[src/rtl/code_run_packer.sv]
// code_run_packer: collapses runs of equal input codes into (code, length) tokens behind a small FIFO.
// Optional macro CODE_RUN_PACKER_DROP_CNT_EN adds an 8-bit saturating drop_cnt output.
module code_run_packer #(
    parameter int CODE_W = 3,
    parameter int LEN_W  = 4,
    parameter int DEPTH  = 4
) (
    input  logic              clk,
    input  logic              rst_n,
    input  logic              in_valid,
    input  logic [CODE_W-1:0] in_code,
    input  logic              flush,
    output logic              out_valid,
    input  logic              out_ready,
    output logic [CODE_W-1:0] out_code,
    output logic [LEN_W-1:0]  out_len,
    output logic              busy
`ifdef CODE_RUN_PACKER_DROP_CNT_EN
    ,
    output logic [7:0]        drop_cnt
`endif
);
    localparam int AW = $clog2(DEPTH);
    localparam logic [LEN_W-1:0] MAXLEN = '1;
    localparam logic [LEN_W-1:0] ONE = LEN_W'(1);

    typedef enum logic [1:0] {IDLE, RUN, FLUSH} state_t;

    state_t            state;
    logic [CODE_W-1:0] run_code;
    logic [LEN_W-1:0]  run_len;
    logic [CODE_W-1:0] code_mem [DEPTH];
    logic [LEN_W-1:0]  len_mem [DEPTH];
    logic [AW:0]       wr_ptr, rd_ptr;
    logic              empty, full, pop, push_req, push, drop, extend;
    logic [CODE_W-1:0] push_code;
    logic [LEN_W-1:0]  push_len;

    // Decide whether this cycle closes a run, and which token it produces
    always_comb begin
        extend    = in_valid && (in_code == run_code) && (run_len != MAXLEN);
        push_req  = 1'b0;
        push_code = run_code;
        push_len  = run_len;
        case (state)
            IDLE: begin
                push_req  = in_valid && flush;
                push_code = in_code;
                push_len  = ONE;
            end
            RUN: begin
                push_req = extend ? flush : (in_valid || flush);
                push_len = extend ? run_len + ONE : run_len;
            end
            FLUSH:   push_req = 1'b1;
            default: push_req = 1'b0;
        endcase
    end

    // FIFO status; a push into a full FIFO survives only if the head leaves on the same edge
    always_comb begin
        empty     = (wr_ptr == rd_ptr);
        full      = (wr_ptr[AW] != rd_ptr[AW]) && (wr_ptr[AW-1:0] == rd_ptr[AW-1:0]);
        out_valid = !empty;
        pop       = out_valid && out_ready;
        push      = push_req && (!full || pop);
        drop      = push_req && !push;
        out_code  = empty ? '0 : code_mem[rd_ptr[AW-1:0]];
        out_len   = empty ? '0 : len_mem[rd_ptr[AW-1:0]];
        busy      = (state != IDLE) || !empty;
    end

    // Run-tracking FSM
    always_ff @(posedge clk or negedge rst_n) begin
        if (!rst_n) begin
            state    <= IDLE;
            run_code <= '0;
            run_len  <= '0;
        end else begin
            case (state)
                IDLE: if (in_valid && !flush) begin
                    run_code <= in_code;
                    run_len  <= ONE;
                    state    <= RUN;
                end
                RUN: if (extend) begin
                    run_len <= run_len + ONE;
                    if (flush) state <= IDLE;
                end else if (in_valid) begin
                    run_code <= in_code;
                    run_len  <= ONE;
                    state    <= flush ? FLUSH : RUN;
                end else if (flush) begin
                    state <= IDLE;
                end
                FLUSH: if (in_valid) begin
                    run_code <= in_code;
                    run_len  <= ONE;
                    state    <= RUN;
                end else begin
                    state <= IDLE;
                end
                default: state <= IDLE;
            endcase
        end
    end

    // FIFO pointers; they carry one extra bit so full and empty are distinguishable
    always_ff @(posedge clk or negedge rst_n) begin
        if (!rst_n) begin
            wr_ptr <= '0;
            rd_ptr <= '0;
        end else begin
            if (push) wr_ptr <= wr_ptr + 1'b1;
            if (pop) rd_ptr <= rd_ptr + 1'b1;
        end
    end

    // FIFO storage; stale entries are masked by empty on the outputs, so no reset needed
    always_ff @(posedge clk) begin
        if (push) begin
            code_mem[wr_ptr[AW-1:0]] <= push_code;
            len_mem[wr_ptr[AW-1:0]]  <= push_len;
        end
    end

`ifdef CODE_RUN_PACKER_DROP_CNT_EN
    // Saturating count of dropped tokens, cleared by a drop-free flush cycle
    always_ff @(posedge clk or negedge rst_n) begin
        if (!rst_n) drop_cnt <= '0;
        else if (drop) drop_cnt <= (drop_cnt == 8'hFF) ? drop_cnt : drop_cnt + 8'd1;
        else if (flush) drop_cnt <= '0;
    end
`endif
endmodule

[config.mk]
export PLATFORM = sky130hd
export DESIGN_NAME = code_run_packer
export DESIGN_NICKNAME = d
export VERILOG_FILES = /design/src/rtl/code_run_packer.sv
export SDC_FILE = /design/constraint.sdc
export NUM_CORES = 1
export LEC_CHECK = 0
export ABC_AREA = 1
export CAP_MARGIN = 5
export CORE_MARGIN = 1.5
export CORE_UTILIZATION = 58
export CTS_CLUSTER_DIAMETER = 50
export DETAILED_ROUTE_END_ITERATION = 6
export PLACE_DENSITY_LB_ADDON = 0.08
export SYNTH_ARGS = -nofsm -noshare
export SYNTH_HDL_FRONTEND = slang
export SYNTH_SLANG_ARGS = --single-unit
[constraint.sdc]
create_clock -name clk -period 2.8 [get_ports clk]
set_input_delay 0.28 -clock clk [delete_from_list [all_inputs] [get_ports clk]]
set_output_delay 0.28 -clock clk [all_outputs]
set_load 0.02 [all_outputs]
## Yosys cells after proc, flatten, opt, wreduce, memory -nomap -nowiden

Memory sizes are Yosys's and may differ from the RTL's.
Index checks and enable logic that the tools add are counted.

| storage, ports and cells | value |
|---|---|
| output and inout port bits | 9 |
| memories | 2 |
| RAM bits | 28 |
| bits of input ports | 8 |
| bits in registers | 15 |
| logic and storage cells | 61 |

| cells by class | value |
|---|---|
| $add $sub $neg | 3 |
| reduce and logical (&&, ||, !) cells | 18 |
| equal/unequal tests | 9 |
| multiplexer cells | 24 |

Memory list:

| name | words | bits a word | rd ports | clocked after memory_dff | write ports | line | source |
|---|---|---|---|---|---|---|---|
| len_mem | 4 | 4 | 1 | 0 | 1 | 33 | `logic [LEN_W-1:0] len_mem [DEPTH];` |
| code_mem | 4 | 3 | 1 | 0 | 1 | 32 | `logic [CODE_W-1:0] code_mem [DEPTH];` |

Operator list:

| kind | number |
|---|---|
| $mux W4 | 5 |
| $mux W3 | 5 |
| $pmux W4 S3 | 1 |
| $mux W2 | 5 |
| $pmux W3 S3 | 1 |
| $pmux W4 S2 | 1 |
| $logic_and A1 B1 Y1 | 7 |
| $add A3 B1 Y3 const B | 2 |
| $eq A3 B3 Y1 | 2 |
| $pmux W2 S3 | 1 |
| $add A4 B1 Y4 const B | 1 |
| $mux W1 | 4 |
| $ne A2 B2 Y1 const B | 2 |
| $ne A4 B4 Y1 const B | 1 |
| $logic_not A1 Y1 | 3 |
| $logic_or A1 B1 Y1 | 3 |
| $pmux W1 S3 | 1 |
| $reduce_and A3 Y1 | 1 |
| $reduce_bool A3 Y1 | 1 |
| $eq A2 B1 Y1 const B | 1 |
| $eq A2 B2 Y1 | 1 |
| $eq A2 B2 Y1 const B | 1 |
| $logic_not A2 Y1 | 1 |
| $reduce_and A2 Y1 | 1 |
| other kinds (2) | 2 |

## Depth between registers and ports, before layout

Gate-level depths: netlist of the first run.

| depth | value |
|---|---|
| depth after elaboration | 8 |
| depth in mapped cells | 12 |
| gate-level depth less buffers | 12 |

## Least setup slack after synthesis of the first run

No wires, ideal clock.

| path | value |
|---|---|
| path type | register to register |
| start | register run_len[1] |
| end | memory code_mem[0][0] (enable) |
| data arrival time | 1.628 ns |
| period minus slack after synthesis | 1.988 ns |
| stages on the path, launching flop included | 12 |
| buffers on the path | 0 |
| setup slack | 0.812 ns |
| path through | dfrtp_1 ha_1 nand2_1 nor2_1 nor2_1 nand3_2 nand2_1 nand2_1 nand2_1 nand2_1 nand2_2 nor2_1 |

| on the way | value |
|---|---|
| longest elaborated chain between the ends | 7 |

Ends and longest elaborated chain:

| element | line | source |
|---|---|---|
| start, declared | 31 | `logic [LEN_W-1:0] run_len;` |
| start signal, assigned | 87 | `run_len <= run_len + ONE;` |
| $ne A4 B4 Y1 | 41 | `extend = in_valid && (in_code == run_code) && (run_len != MAXLEN);` |
| $logic_and A1 B1 Y1 | 41 |  |
| $mux W1 | 52 | `push_req = extend ? flush : (in_valid \|\| flush);` |
| $pmux W1 S3 | 45 | `case (state)` |
| $logic_and A1 B1 Y1 | 66 | `push = push_req && (!full \|\| pop);` |
| $mux W1 | 121 | `if (push) begin` |
| $mux W1 (not written as such) | 122 | `code_mem[wr_ptr[AW-1:0]] <= push_code;` |
| end, declared | 32 |  |

No other way between the ends.

## Worst setup path in the final report of the first run

| path | value |
|---|---|
| start | register rd_ptr[1] |
| end | output port out_len[1] |

| on the way | value |
|---|---|
| longest elaborated chain between the ends | 2 |

Ends and longest elaborated chain:

| element | line | source |
|---|---|---|
| start, declared | 34 | `logic [AW:0] wr_ptr, rd_ptr;` |
| start signal, assigned | 115 | `if (pop) rd_ptr <= rd_ptr + 1'b1;` |
| $mem_v2 Z4 W4 or $eq A3 B3 Y1 (tied branches) | n/a |  |
| $mux W4 * | 69 | `out_len = empty ? '0 : len_mem[rd_ptr[AW-1:0]];` |
| end, declared | 16 | `output logic [LEN_W-1:0] out_len,` |

Mark *: on every way between the ends. The rest lies on a longest branch, timed or not.

==> results.toml, run 1 <==
[setup_path]
r2r_start = "rd_ptr[1]"
reg2reg_slack_ns = 0.46
cp.arrival_ns = 2.25
path_max_fanout = 17
crit_type = "reg -> out"
crit_path_start = "rd_ptr[1]"
crit_required_ns = 2.52
endpoint_kind = "primary output"
timing.rr.end = "len_mem[3][2]"
startpoint_type = "flop"
r2r_cells = 4

[floorplanning]
coreArea_um2 = 3720
rows = 22
ios = 17
start_util = 0.613
die-area_um2 = 4320
die_x_um = 65.7
die_y_um = 65.7

[sta]
max_clock_freq_mhz = 396
final_hold_viol_count = 0
fin_crit_ns = 2.53
period_share = 0.903
setup_slack_ns = 0.272
worstMarginPinSlew_ns = 0.695
hold_slack_ns = 0.399
clock_skew_ns = 0.00979
maxSlewViolCount = 0
slew-limit-headroom = 0.535
fin_setup_tns_ns = 0
rsz0062_at_grt = "no"
finalSetupViolCount = 0

[yosys]
yosys.area_share.simple = 0.200
synth_compound_area_frac = 0.104
synthCells = 248
yosysTopAreaCellShare = 0.369
synth_fp_nets = 267
yosysUniqueCellTypes = 26
seq_area_frac_synth = 0.533
ys_warn_count = 0
async_flop_share = 0.349
synth_flop_cell = "edfxtp_1"
yosys-top-cells-area = "edfxtp_1, dfrtp_1, nand2_1"
yosysMostFrequentCell = "nand2_1"
synth_edf_count = 28
synth.mux.area_fraction = 0.00494
synthAdderAreaFrac = 0.0604
ys_seq_elements = 43
synth_top_family_by_area = "simple AND/OR/NAND/NOR gates"
mappedNetlistArea_um2 = 2280
yosys-top-cells-count = "nand2_1, nor2_1, edfxtp_1"
yosysTopAreaCell = "edfxtp_1"
syn_area_per_cell_um2 = 9.19
synth-xor-area-share = 0.0346

[layout]
fin_nets = 285
final_cells = 315
area_growth_pct = 14.9
drive_gt1_frac = 0.0712
diodes = 0
filler_cell_count = 298

[power_and_ir_drop]
p_switching_mw = 1.42
sw_frac_of_total = 0.419
pwr-share-clk = 0.166
seqPwrFrac = 0.336
power_frac_comb = 0.498
vdd_drop_max_mv = 0.690
p_int_mw = 1.97
power.leakage_nw = 1.15
p_per_area_nw_per_um2 = 1300

[placed_design]
port_buffers = 16
dp_slack_ns = 0.356
place.gp.congestion = 0.817
dp_cells = 307
hpwl_um = 3330

[global_route]
grt_max_degree = 18
grt_pass1_vias = 1618
grt_usage = 0.242
grt_overflow = 0
grt_pass1_wl_um = 7660
antenna_found_initial = 0

[detailed_routing]
drt_iter0_markers = 109
wl_um = 4570
wl_met2_um = 2310
highest_layer = "met4"
drc = 0
vias = 1716
avgRoutedWirePerCell_um = 14.5
postRouteAntennaNets = 0
drt-met1-wl_um = 1910
dr.pass1.iters = 4
wl_met3_um = 249
viasPerCell = 5.45

[cts]
cts_hold_buf = 0
cts_tree = "built"
cts-buffers-inserted = 5
clk_pin_slew_ns = 0.08
cts_sinks = 43
htreeDepth = 2
clk_latency_ns = 0.30
clockBufferDepth = 2
post_cts_buffers = 0
root_buffer = "clkbuf_8"
cts_resized = 0

[min_path]
hp-class = "in -> async"

[outcome]
status = "finished clean"

[run]
maxCapViolCount = 0
[power by group through the flow]
stage | sequential (mW) | clock (mW) | combinational (mW)
global route | 1.17 | 0.599 | 1.90
floorplan | 1.07 | 0 | 1.21
finish | 1.14 | 0.565 | 1.69
CTS | 1.14 | 0.575 | 1.70
detailed placement | 1.15 | 0 | 1.69
global placement | 1.15 | 0 | 1.66
[state kept, by name, summed over array words and instances (netlist names)]
register	count
len_mem	16
code_mem	12
run_len	4
rd_ptr	3
run_code	3
wr_ptr	3
state	2
[layer usage]
metal	track usage	vias up
met3	0.0514	9
met2	0.400	51
met1	0.311	799
li1	-	857
met5	0	-
met4	0.0938	0
[stage by stage]
step / total power, mW / cell area, um^2 / utilization
2_1_floorplan: 2.27 / 2280 / -
3_3_place_gp: 2.80 / 2490 / 0.669
3_5_place_dp: 2.84 / 2490 / 0.669
4_1_cts: 3.42 / 2620 / 0.705
5_1_grt: 3.67 / 2620 / 0.705
6_report: 3.40 / 2620 / 0.705
[critical path: stages, from the launching register on]
cell and delay [ns]:
dfrtp_1 0.58, xnor2_1 0.38, nand3_2 0.28, nand2_1 0.14
inv_1 0.04, clkdlybuf4s50_1 0.52
[kinds of logic after synthesis]
logic type,count (synthesis)
AND/OR/NAND/NOR,109
AO/OA/AOI/OAI,38
multiplexers,1
XOR/XNOR,9
adder cells (fa/ha/maj),11
buffers and inverters,37
flip-flops,43
[worst max path at each step]
stage	end
6_report	out_len[1]
5_1_grt	out_len[2]
4_1_cts	out_len[1]
3_5_place_dp	code_mem[3][2]
3_3_place_gp	code_mem[0][0]
2_1_floorplan	code_mem[0][0]
[final cells by class]
type,instances,area [um^2],share of cell area
multi-input cells,168,920,0.351
repair buffers,19,183,0.0697
well taps,48,60.1,0.0229
clock inverters,2,60.1,0.0229
clock buffers,6,72.6,0.0277
flip-flops and latches,43,1220,0.464
inverters,29,109,0.0415
[layout by cell type (no fill, tap or decap)]
cell	synthesis	routed
a21oi_4	1	1
clkdlybuf4s50_1	0	16
a21oi_1	7	7
mux2_1	1	1
edfxtp_1	28	28
clkbuf_8	0	5
inv_2	2	2
a22oi_1	1	1
o21ai_2	1	1
bufinv_16	0	2
o21ai_0	17	17
xnor2_1	5	5
nand3_1	13	13
nor2_1	37	37
nand2_2	1	1
ha_1	11	11
a31oi_1	2	2
nand2_4	1	1
o21ai_1	2	2
nand2_1	53	53
o32ai_1	7	7
nand3_2	2	2
xor2_1	4	4
inv_1	27	27
dfrtp_1	15	15
or2_4	1	1
buf_4	0	3
clkbuf_1	4	1
nand4_1	1	1
Note: power is estimated with default switching activity, not from simulation.
==> run 2: changes to the inputs <==
--- a/config.mk
+++ b/config.mk
@@ -11,7 +11,7 @@
 export CORE_UTILIZATION = 58
 export CTS_CLUSTER_DIAMETER = 50
 export DETAILED_ROUTE_END_ITERATION = 6
-export PLACE_DENSITY_LB_ADDON = 0.08
+export PLACE_DENSITY = 0.79
 export SYNTH_ARGS = -nofsm -noshare
 export SYNTH_HDL_FRONTEND = slang
 export SYNTH_SLANG_ARGS = --single-unit
==> results.toml, run 2 (synthesis gave the netlist of run 1 again) <==
[power_and_ir_drop]
p_per_area_nw_per_um2 = 1250
power_mw = 3.20
power.leakage_nw = 1.13
vdd_drop_max_mv = 0.780

[cts]
cts-buffers-inserted = 5
clk_pin_slew_ns = 0.08
clk_latency_ns = 0.29
cts_resized = 0
htreeDepth = 2
post_cts_buffers = 0
cts_tree = "built"
cts_sinks = 43
cts_hold_buf = 0
root_buffer = "clkbuf_8"
clockBufferDepth = 2

[detailed_routing]
postRouteAntennaNets = 0
viasPerCell = 5.43
drt-met1-wl_um = 1960
highest_layer = "met4"
dr.pass1.iters = 4
vias = 1710
wl_um = 4560
avgRoutedWirePerCell_um = 14.5
wl_met3_um = 242
wl_met2_um = 2260
drc = 0
drt_iter0_markers = 114

[setup_path]
crit_required_ns = 2.52
r2r_cells = 11
cp.arrival_ns = 2.22
crit_type = "reg -> out"
endpoint_kind = "primary output"
startpoint_type = "flop"
path_max_fanout = 17

[placed_design]
port_buffers = 16
place.gp.congestion = 0.858
hpwl_um = 3380

[floorplanning]
ios = 17
rows = 22
die-area_um2 = 4320
start_util = 0.613
coreArea_um2 = 3720
die_y_um = 65.7
die_x_um = 65.7

[sta]
maxSlewViolCount = 0
period_share = 0.893
finalSetupViolCount = 0
max_clock_freq_mhz = 400
slew-limit-headroom = 0.481
rsz0062_at_grt = "no"
worstMarginPinSlew_ns = 0.771
fin_crit_ns = 2.50
fin_setup_tns_ns = 0
clock_skew_ns = 0.00642
final_hold_viol_count = 0

[global_route]
grt_max_degree = 18
grt_pass1_vias = 1562
grt_overflow = 0
grt_usage = 0.233
grt_pass1_wl_um = 7380
antenna_found_initial = 0

[run]
maxCapViolCount = 0

[min_path]
hp-class = "in -> async"

[layout]
fin_nets = 285
mostFrequentLayoutCells = "nand2_1, nor2_1, edfxtp_1"
filler_cell_count = 308
drive_gt1_frac = 0.0749
largest_reg_flops = 16
area_growth_pct = 12.9
diodes = 0
final_common_cell = "nand2_1"

[outcome]
status = "finished clean"
[run 2: through the flow]
step	utilization	cell area [um^2]	hold slack [ns]	instances	setup slack, ns
6_report	0.693	2570	0.418	315	0.299
5_1_grt	0.693	2570	0.484	315	0.127
4_1_cts	0.691	2570	0.444	315	0.0671
2_1_floorplan	-	2280	-0.0156	248	0.812
3_5_place_dp	0.669	2490	0.494	307	0.332
3_3_place_gp	0.669	2490	0.491	307	0.444
[run 2: area by class of cell]
class                      count  area [um^2]  share of cell area
clock buffer                   6         72.6              0.0282
clock inverter                 2         8.76             0.00340
inverter                      29          113              0.0438
multi-input combinational    168          920               0.357
sequential                    43         1220               0.473
tap                           48         60.1              0.0233
timing repair buffer          19          183              0.0710
[run 2: where the power goes]
group	internal (mW)	switching, mW
Combinational	0.645	1.02
Sequential	0.968	0.198
Clock	0.172	0.203
[run 2: final timing paths]
path / start / to / slack, ns
worst max-delay path: rd_ptr[1] / out_len[1] / 0.30
worst min-delay path: rst_n / state[0] / 0.42
worst max register to register: run_len[0] / len_mem[3][0] / 0.44
worst min register to register: rd_ptr[2] / rd_ptr[2] / 0.51
max in group asynchronous: rst_n / rd_ptr[0] / 1.87
min in group clk: rd_ptr[2] / rd_ptr[2] / 0.51
[run 2: layer usage]
| metal | vias to the layer above | track usage |
|---|---|---|
| met1 | 794 | 0.293 |
| met2 | 52 | 0.394 |
| met5 | - | 0 |
| met3 | 9 | 0.0514 |
| li1 | 855 | - |
| met4 | 0 | 0.0859 |
[run 2: worst max-delay path: stages (launching register included)]
cell	delay [ns]
dfrtp_1	0.57
xnor2_1	0.34
nand3_2	0.26
nand2_1	0.14
inv_1	0.06
clkdlybuf4s50_1	0.56
==> run 3: changes to the inputs <==
--- a/config.mk
+++ b/config.mk
@@ -6,12 +6,13 @@
 export NUM_CORES = 1
 export LEC_CHECK = 0
 export ABC_AREA = 1
-export CAP_MARGIN = 5
+export CAP_MARGIN = 15
 export CORE_MARGIN = 1.5
 export CORE_UTILIZATION = 58
 export CTS_CLUSTER_DIAMETER = 50
 export DETAILED_ROUTE_END_ITERATION = 6
-export PLACE_DENSITY = 0.79
+export GPL_ROUTABILITY_DRIVEN = 0
+export PLACE_DENSITY = 0.87
 export SYNTH_ARGS = -nofsm -noshare
 export SYNTH_HDL_FRONTEND = slang
 export SYNTH_SLANG_ARGS = --single-unit
==> results.toml, run 3 (synthesis gave the netlist of run 1 again) <==
[cts]
cts-buffers-inserted = 5
cts_tree = "built"
clk_latency_ns = 0.30
cts_sinks = 43
root_buffer = "clkbuf_8"
post_cts_buffers = 0
clk_pin_slew_ns = 0.08
htreeDepth = 2
clockBufferDepth = 2
cts_resized = 0
cts_hold_buf = 0

[run]
maxCapViolCount = 0

[global_route]
grt_max_degree = 18
grt_pass1_wl_um = 7170
grt_pass1_vias = 1495
antenna_found_initial = 0
grt_usage = 0.230
grt_overflow = 0

[layout]
fin_nets = 283
area_growth_pct = 12.2
final_common_cell = "nand2_1"
largest_reg_flops = 16
drive_gt1_frac = 0.0642
stdcell_area_um2 = 2560
mostFrequentLayoutCells = "nand2_1, nor2_1, edfxtp_1"
diodes = 0

[setup_path]
reg2reg_slack_ns = 0.45
r2r_cells = 11
timing.rr.end = "len_mem[1][3]"
crit_path_start = "rd_ptr[1]"
cp.arrival_ns = 2.19
path_max_fanout = 17
endpoint_kind = "primary output"
crit_required_ns = 2.52
cp-endpoint = "out_len[1]"
r2r_start = "run_len[0]"
crit_type = "reg -> out"
startpoint_type = "flop"

[sta]
final_hold_viol_count = 0
clock_skew_ns = 0.00743
worstMarginPinSlew_ns = 0.691
period_share = 0.883
setup_slack_ns = 0.327
maxSlewViolCount = 0
rsz0062_at_grt = "no"
finalSetupViolCount = 0
slew-limit-headroom = 0.538
fin_setup_tns_ns = 0
fin_crit_ns = 2.47
max_clock_freq_mhz = 404

[placed_design]
dp_slack_ns = 0.307
post_dp_cell_area_um2 = 2470
hpwl_um = 3240
port_buffers = 16

[detailed_routing]
avgRoutedWirePerCell_um = 13.8
wl_um = 4320
viasPerCell = 5.35
drt_iter0_markers = 87
drc = 0
dr.pass1.iters = 4
vias = 1674
postRouteAntennaNets = 0

[power_and_ir_drop]
pwr-share-clk = 0.121
seqPwrFrac = 0.354
power_frac_comb = 0.525
sw_frac_of_total = 0.441
p_switching_mw = 1.40
vdd_drop_max_mv = 0.785
p_int_mw = 1.78
p_per_area_nw_per_um2 = 1240
power.leakage_nw = 1.12

[floorplanning]
coreArea_um2 = 3720
die-area_um2 = 4320
ios = 17
die_x_um = 65.7
start_util = 0.613
rows = 22
die_y_um = 65.7

[min_path]
hp-class = "in -> async"

[outcome]
status = "finished clean"
==> run 3: changes by cell type in the layout (fill, tap and decap cells not counted) <==
cell      delta
clkinv_1     -1
inv_1        +1
dfrtp_1      +1
dfrtp_2      -1
buf_4        -2
==> run 3: final cells by class <==
cell class	instances	area [um^2]
inverters	29	109
fillers	286	1160
clock inverters	2	12.5
repair buffers	17	168
clock buffers	6	72.6
flip-flops and latches	43	1220
multi-input cells	168	920
well taps	48	60.1
==> run 3: per-layer routing <==
layer  track usage  up-vias  part of all wire
met5             0        -                 0
met4        0.0781        0             0.015
met3        0.0514        6             0.053
li1              -      851                 -
met2         0.355       53              0.47
met1         0.321      764              0.46
==> run 3: per-stage QoR <==
stage / power [mW] / std cells / hold WS (ns) / util
2_1_floorplan: 2.27 / 248 / -0.0156 / -
3_3_place_gp: 2.76 / 305 / 0.489 / 0.665
3_5_place_dp: 2.82 / 305 / 0.494 / 0.665
4_1_cts: 3.20 / 313 / 0.409 / 0.688
5_1_grt: 3.43 / 313 / 0.458 / 0.688
6_report: 3.18 / 313 / 0.390 / 0.688
==> run 3: critical path: stages, from the launching register on <==
cell and delay (ns):
dfrtp_1 0.57, xnor2_1 0.34, nand3_2 0.27, nand2_1 0.15, inv_1 0.04, clkdlybuf4s50_1 0.52
==> run 3: how the worst min path moves through the flow <==
stage,start,end,slack [ns],cells after the start
finish,rst_n,run_code[2],0.39,1
global route,rst_n,wr_ptr[0],0.46,1
CTS,rst_n,state[0],0.41,1
detailed placement,rd_ptr[2],rd_ptr[2],0.49,1
global placement,rd_ptr[2],rd_ptr[2],0.49,1
floorplan,rst_n,rd_ptr[0],-0.02,0
==> run 3: power by group through the flow <==
stage | combinational [mW] | sequential [mW] | clock (mW)
CTS | 1.68 | 1.12 | 0.393
global route | 1.86 | 1.16 | 0.418
floorplan | 1.21 | 1.07 | 0
global placement | 1.62 | 1.13 | 0
detailed placement | 1.68 | 1.14 | 0
finish | 1.67 | 1.13 | 0.385
